`src/rtl/key_pkg.sv`:
```
// key_pkg: shared state encoding and clock-rate constants for the key debouncer.
package key_pkg;
  typedef enum logic [1:0] {
    IDLE         = 2'd0,
    PRESS_LOCK   = 2'd1,
    PRESSED      = 2'd2,
    RELEASE_LOCK = 2'd3
  } state_t;
  localparam logic [15:0] T1MS_50MHZ = 16'd49_999;
endpackage

```
`src/rtl/key_debounce_ctrl_ms_tick_gen.sv`:
```
// ms_tick_gen: prescaler counting 0..T1MS with synchronous clear; tick while at T1MS.
module ms_tick_gen
  import key_pkg::*;
#(
  parameter logic [15:0] T1MS = T1MS_50MHZ
) (
  input  logic clk,
  input  logic rst_n,
  input  logic clr,
  output logic tick
);
  logic [15:0] cnt_q, cnt_d;
  always_comb begin
    tick  = cnt_q == T1MS;
    cnt_d = (clr || tick) ? 16'd0 : cnt_q + 16'd1;
  end
  always_ff @(posedge clk or negedge rst_n) begin
    if (!rst_n) cnt_q <= 16'd0;
    else        cnt_q <= cnt_d;
  end
endmodule

```
`src/rtl/key_debounce_ctrl.sv`:
```
// key_debounce_ctrl: turns edge-detector pulses into debounced press/release/long-press
// events with a ms lockout and a pin re-check when each lockout expires.
module key_debounce_ctrl
  import key_pkg::*;
#(
  parameter logic [15:0] T1MS        = T1MS_50MHZ,
  parameter logic [7:0]  DEBOUNCE_MS = 8'd10,
  parameter logic [15:0] LONG_MS     = 16'd1000
) (
  input  logic CLOCK,
  input  logic RST_n,
  input  logic H2L_Sig,
  input  logic L2H_Sig,
  input  logic Pin_In,
  output logic Press_Pulse,
  output logic Release_Pulse,
  output logic Long_Pulse,
  output logic Key_State
);
  state_t      state_q, state_d;
  logic [1:0]  pin_sync_q;
  logic [7:0]  ms_q, ms_d;
  logic [15:0] hold_q, hold_d;
  logic        press_q, press_d, release_q, release_d, long_q, long_d, key_q, key_d;
  logic        tick, expire, lock_entry, in_lock, pin;

  ms_tick_gen #(.T1MS(T1MS)) u_tick (
    .clk  (CLOCK),
    .rst_n(RST_n),
    .clr  (lock_entry),
    .tick (tick)
  );

  assign pin = pin_sync_q[1];

  always_comb begin
    state_d   = state_q;
    press_d   = 1'b0;
    release_d = 1'b0;
    expire    = tick && ms_q == DEBOUNCE_MS - 8'd1;
    case (state_q)
      IDLE: if (H2L_Sig) begin
        state_d = PRESS_LOCK;
        press_d = 1'b1;
      end
      PRESS_LOCK: if (expire) begin
        state_d   = pin ? RELEASE_LOCK : PRESSED;
        release_d = pin;
      end
      PRESSED: if (L2H_Sig) begin
        state_d   = RELEASE_LOCK;
        release_d = 1'b1;
      end
      RELEASE_LOCK: if (expire) begin
        state_d = pin ? IDLE : PRESS_LOCK;
        press_d = !pin;
      end
    endcase
    in_lock    = state_q == PRESS_LOCK || state_q == RELEASE_LOCK;
    lock_entry = state_d != state_q && (state_d == PRESS_LOCK || state_d == RELEASE_LOCK);
    ms_d       = lock_entry ? 8'd0 : (in_lock && tick) ? ms_q + 8'd1 : ms_q;
    // Hold time spans the press lockout too, so counting starts at press-lock entry
    hold_d     = (lock_entry && state_d == PRESS_LOCK) ? 16'd0 :
                 (tick && (state_q == PRESS_LOCK || state_q == PRESSED) && hold_q != 16'hFFFF) ?
                 hold_q + 16'd1 : hold_q;
    long_d     = state_q == PRESSED && state_d == PRESSED && tick && hold_q == LONG_MS - 16'd1;
    key_d      = state_d == PRESS_LOCK || state_d == PRESSED;
  end

  always_ff @(posedge CLOCK or negedge RST_n) begin
    if (!RST_n) begin
      state_q    <= IDLE;
      pin_sync_q <= 2'b11;
      ms_q       <= 8'd0;
      hold_q     <= 16'd0;
      press_q    <= 1'b0;
      release_q  <= 1'b0;
      long_q     <= 1'b0;
      key_q      <= 1'b0;
    end else begin
      state_q    <= state_d;
      pin_sync_q <= {pin_sync_q[0], Pin_In};
      ms_q       <= ms_d;
      hold_q     <= hold_d;
      press_q    <= press_d;
      release_q  <= release_d;
      long_q     <= long_d;
      key_q      <= key_d;
    end
  end

  assign Press_Pulse   = press_q;
  assign Release_Pulse = release_q;
  assign Long_Pulse    = long_q;
  assign Key_State     = key_q;
endmodule

```
`config.mk`:
```
export PLATFORM = sky130hd
export DESIGN_NAME = key_debounce_ctrl
export DESIGN_NICKNAME = d
export VERILOG_FILES = /design/src/rtl/key_pkg.sv /design/src/rtl/key_debounce_ctrl_ms_tick_gen.sv /design/src/rtl/key_debounce_ctrl.sv
export SDC_FILE = /design/constraint.sdc
export NUM_CORES = 1
export LEC_CHECK = 0
export ABC_AREA = 1
export CAP_MARGIN = 20
export CORE_AREA = 2 2 74 76
export CTS_CLUSTER_DIAMETER = 120
export CTS_CLUSTER_SIZE = 40
export DETAILED_ROUTE_END_ITERATION = 16
export DIE_AREA = 0 0 76 78
export DONT_BUFFER_PORTS = 1
export HOLD_SLACK_MARGIN = 0.12
export PLACE_DENSITY = 0.73
export SYNTH_ARGS = -nofsm -noshare
export SYNTH_HDL_FRONTEND = slang
export SYNTH_SLANG_ARGS = --single-unit
```
`constraint.sdc`:
```
create_clock -name CLOCK -period 2.2 [get_ports CLOCK]
set_input_delay 0.55 -clock CLOCK [delete_from_list [all_inputs] [get_ports CLOCK]]
set_output_delay 0.55 -clock CLOCK [all_outputs]
set_load 0.005 [all_outputs]
```
==> flow_summary.json <==
{
  "setup_viol": 0,
  "hpwl_mm": 3.857,
  "pwr_density_cell_nw_per_um2": 476.2,
  "syn-cell-area_sq_um": 2943,
  "rsz0062_at_grt": "yes",
  "synth_cells": 351,
  "drive_gt1_frac": 0.2247,
  "dp.cells": 422,
  "dp_slack_ns": 0.06343,
  "cts.path.max_buffers": 2,
  "routed-via-count": 2163,
  "synth-compound-area-share": 0.02423,
  "final_common_cell": "inv_1",
  "fin_tns_setup_ns": 0,
  "fin_cells": 435,
  "hold_viol_final": 0,
  "wire_per_inst_um": 12.33,
  "overflow": 0,
  "ys.flop_type": "dfrtp_1",
  "critPathCapture": "Long_Pulse$_DFF_PN0_",
  "status": "complete, no violations",
  "cts_buffers": 5,
  "cts_root_buffer": "clkbuf_8",
  "cts-htree-levels": 2,
  "areaGrowthSynthToFinish_pct": 9.906,
  "ys_top_cells_by_area": "dfrtp_1 (39%), xor2_1 (7.1%), inv_1 (6.9%), nand2_1 (6.6%), nor2_1 (5.0%)",
  "period_needed_ns": 2.084,
  "clk_latency_ns": 0.30,
  "antenna_found_initial": 0,
  "critPathRequiredTime_ns": 2.39,
  "synthMuxAreaShare": 0,
  "stdcell_area_sq_um": 3234,
  "std_cell_rows": 26,
  "synth_xor_xnor_area_share": 0.08631,
  "ios": 9,
  "synth_top_family_by_area": "simple AND/OR/NAND/NOR gates",
  "hp-class": "input pin to flop",
  "yosysWarnings": 0,
  "rrSetupSlack_ns": 0.12,
  "synth_top_area_share": 0.3912,
  "synth-simple-area-share": 0.3325,
  "slew_viol_final": 0,
  "worstSetupPathType": "flop to flop",
  "syn_avg_cell_area_sq_um": 8.384,
  "path_clk_slew_ns": 0.09,
  "critical_path.startpoint": "u_tick.cnt_q[0]$_DFF_PN0_",
  "yosysTopAreaCell": "dfrtp_1",
  "nNetsFinal": 380,
  "routed_wl_mm": 5.365,
  "initial_utilization": 0.5836,
  "synth_seq_cells": 48,
  "gp_routability_congestion": 0.8056,
  "p_total_mw": 1.540,
  "ir_drop_mv": 0.3442,
  "skew_ns": 0.01255,
  "ant_nets": 0,
  "dpl-instance-area_sq_um": 3022,
  "first_global_vias": 2153,
  "vias_per_cell": 4.972,
  "synth_edf_count": 0,
  "yosysUniqueCellTypes": 30,
  "final_cell_mix": "inv_1 (54), nand2_1 (52), dfrtp_1 (46), nor2_1 (38), xor2_1 (24)",
  "chipWidth_um": 76,
  "postSynth.asyncResetShare": 1.000,
  "fin_hold_ws_ns": 0.2385,
  "setup_ws_ns": 0.1156,
  "placeableCoreArea_sq_um": 5042,
  "fill_cells": 425,
  "slew_headroom": 0.7490,
  "cts_tree": "yes",
  "crit_fanout": 6,
  "fmax_mhz": 479.7,
  "p_leak_nw": 1.598,
  "rr_worst_depth": 13,
  "final_util": 0.6414,
  "synth_fp_nets": 367,
  "timing.rr.start": "u_tick.cnt_q[0]$_DFF_PN0_",
  "drt_iter0_markers": 113,
  "drc": 0,
  "r2r-end": "Long_Pulse$_DFF_PN0_",
  "drv.max_cap_violation_count": 0,
  "ys_seq_area_frac": 0.4090,
  "die_area_sq_um": 5928,
  "diodes": 0,
  "port_buffers": 0,
  "dr.pass1.iters": 4,
  "start_kind": "flop",
  "grtUsageTotal": 0.1968,
  "synthAdderAreaFrac": 0.04677,
  "arrival_ns": 2.27,
  "grt_pass1_wl_mm": 9.397,
  "period_share": 0.9475,
  "fp.dieH_um": 78,
  "grt_max_degree": 49,
  "clock-sinks": 48,
  "worst_pin_slew_ns": 0.3757,
  "endpoint_kind": "flop"
}
-- logic make-up (layout without fill, tap and decap cells) --
logic type,count (synthesis),after routing
xor gates and xnor gates,29,29
adders and majority gates,11,11
DFF,48,48
buffers and inverters,73,86
AOI/OAI and AO/OA,12,12
and+or+nand+nor,178,179
-- routing by layer --
layer  vias up  wire length [um]  global-route usage  share of wire
li1       1098                 -                   -              -
met1      1027              2369              0.2408           0.44
met2        29              2751              0.3491           0.51
met3         9               143             0.02791          0.027
met4         0               100             0.08364          0.019
met5         -                 0                   0              0
-- final cells by class --
type                            instances  area (sq um)  share of cell area
Tap cell                               70         87.58             0.02708
Timing Repair Buffer                    7         75.07             0.02321
Sequential cell                        48          1204              0.3721
Multi-Input combinational cell        231          1495              0.4623
Clock buffer                            7         76.32             0.02360
Clock inverter                          1         30.03            0.009284
Inverter                               71         266.5             0.08240
-- what timing repair did --
| action | in CTS | in global routing |
|---|---|---|
| endpoints found under the hold margin | 48 | 0 |
| buffers inserted | 0 | 2 |
| hold buffers | 2 | 0 |
| setup endpoints to repair | 0 | 23 |
| resized for setup | 0 | 10 |
-- report_power, final --
| group | leakage [nW] | internal (mW) | total, mW | switching, mW |
|---|---|---|---|---|
| combinational | 0.906 | 0.00651 | 0.0244 | 0.0179 |
| clock | 0.0524 | 0.340 | 0.630 | 0.290 |
| sequential | 0.639 | 0.885 | 0.886 | 0.000917 |
-- worst max-delay path, cell delays in order (launching register included) --
cell     delay [ns]
dfrtp_1        0.39
ha_2           0.21
nand3_2        0.11
nor2_4         0.15
nand3_4        0.11
nand2_1        0.07
nand2_1        0.08
a21oi_4        0.30
inv_1          0.09
ha_1           0.20
nand2_1        0.09
nor3_2         0.04
nand4_1        0.09
nor2_1         0.04
-- registers in the layout (all words and copies together) (netlist names) --
signal,count
Key_State,1
hold_q,16
ms_q,8
Long_Pulse,1
Press_Pulse,1
Release_Pulse,1
state_q,2
u_tick.cnt_q,16
pin_sync_q,2
-- cell usage after synthesis (all sizes together), types with 3 or more instances --
cell type,number
nand4,14
o21ai,9
a21oi,3
nand2,73
xor2,24
xnor2,5
nor2,57
dfrtp,46
inv,70
nand3,21
nor3,6
ha,11
-- how the worst min path moves through the flow --
stage	start	endpoint	slack, ns	cells after the start
after floorplan	RST_n	Key_State$_DFF_PN0_	0.25	0
after global placement	RST_n	Press_Pulse$_DFF_PN0_	0.26	0
after detailed placement	RST_n	Press_Pulse$_DFF_PN0_	0.26	0
after CTS	Pin_In	pin_sync_q[0]$_DFF_PN1_	0.23	0
after global routing	Pin_In	pin_sync_q[0]$_DFF_PN1_	0.22	0
final	Pin_In	pin_sync_q[0]$_DFF_PN1_	0.24	0
Note: power is estimated with default switching activity, not from simulation.
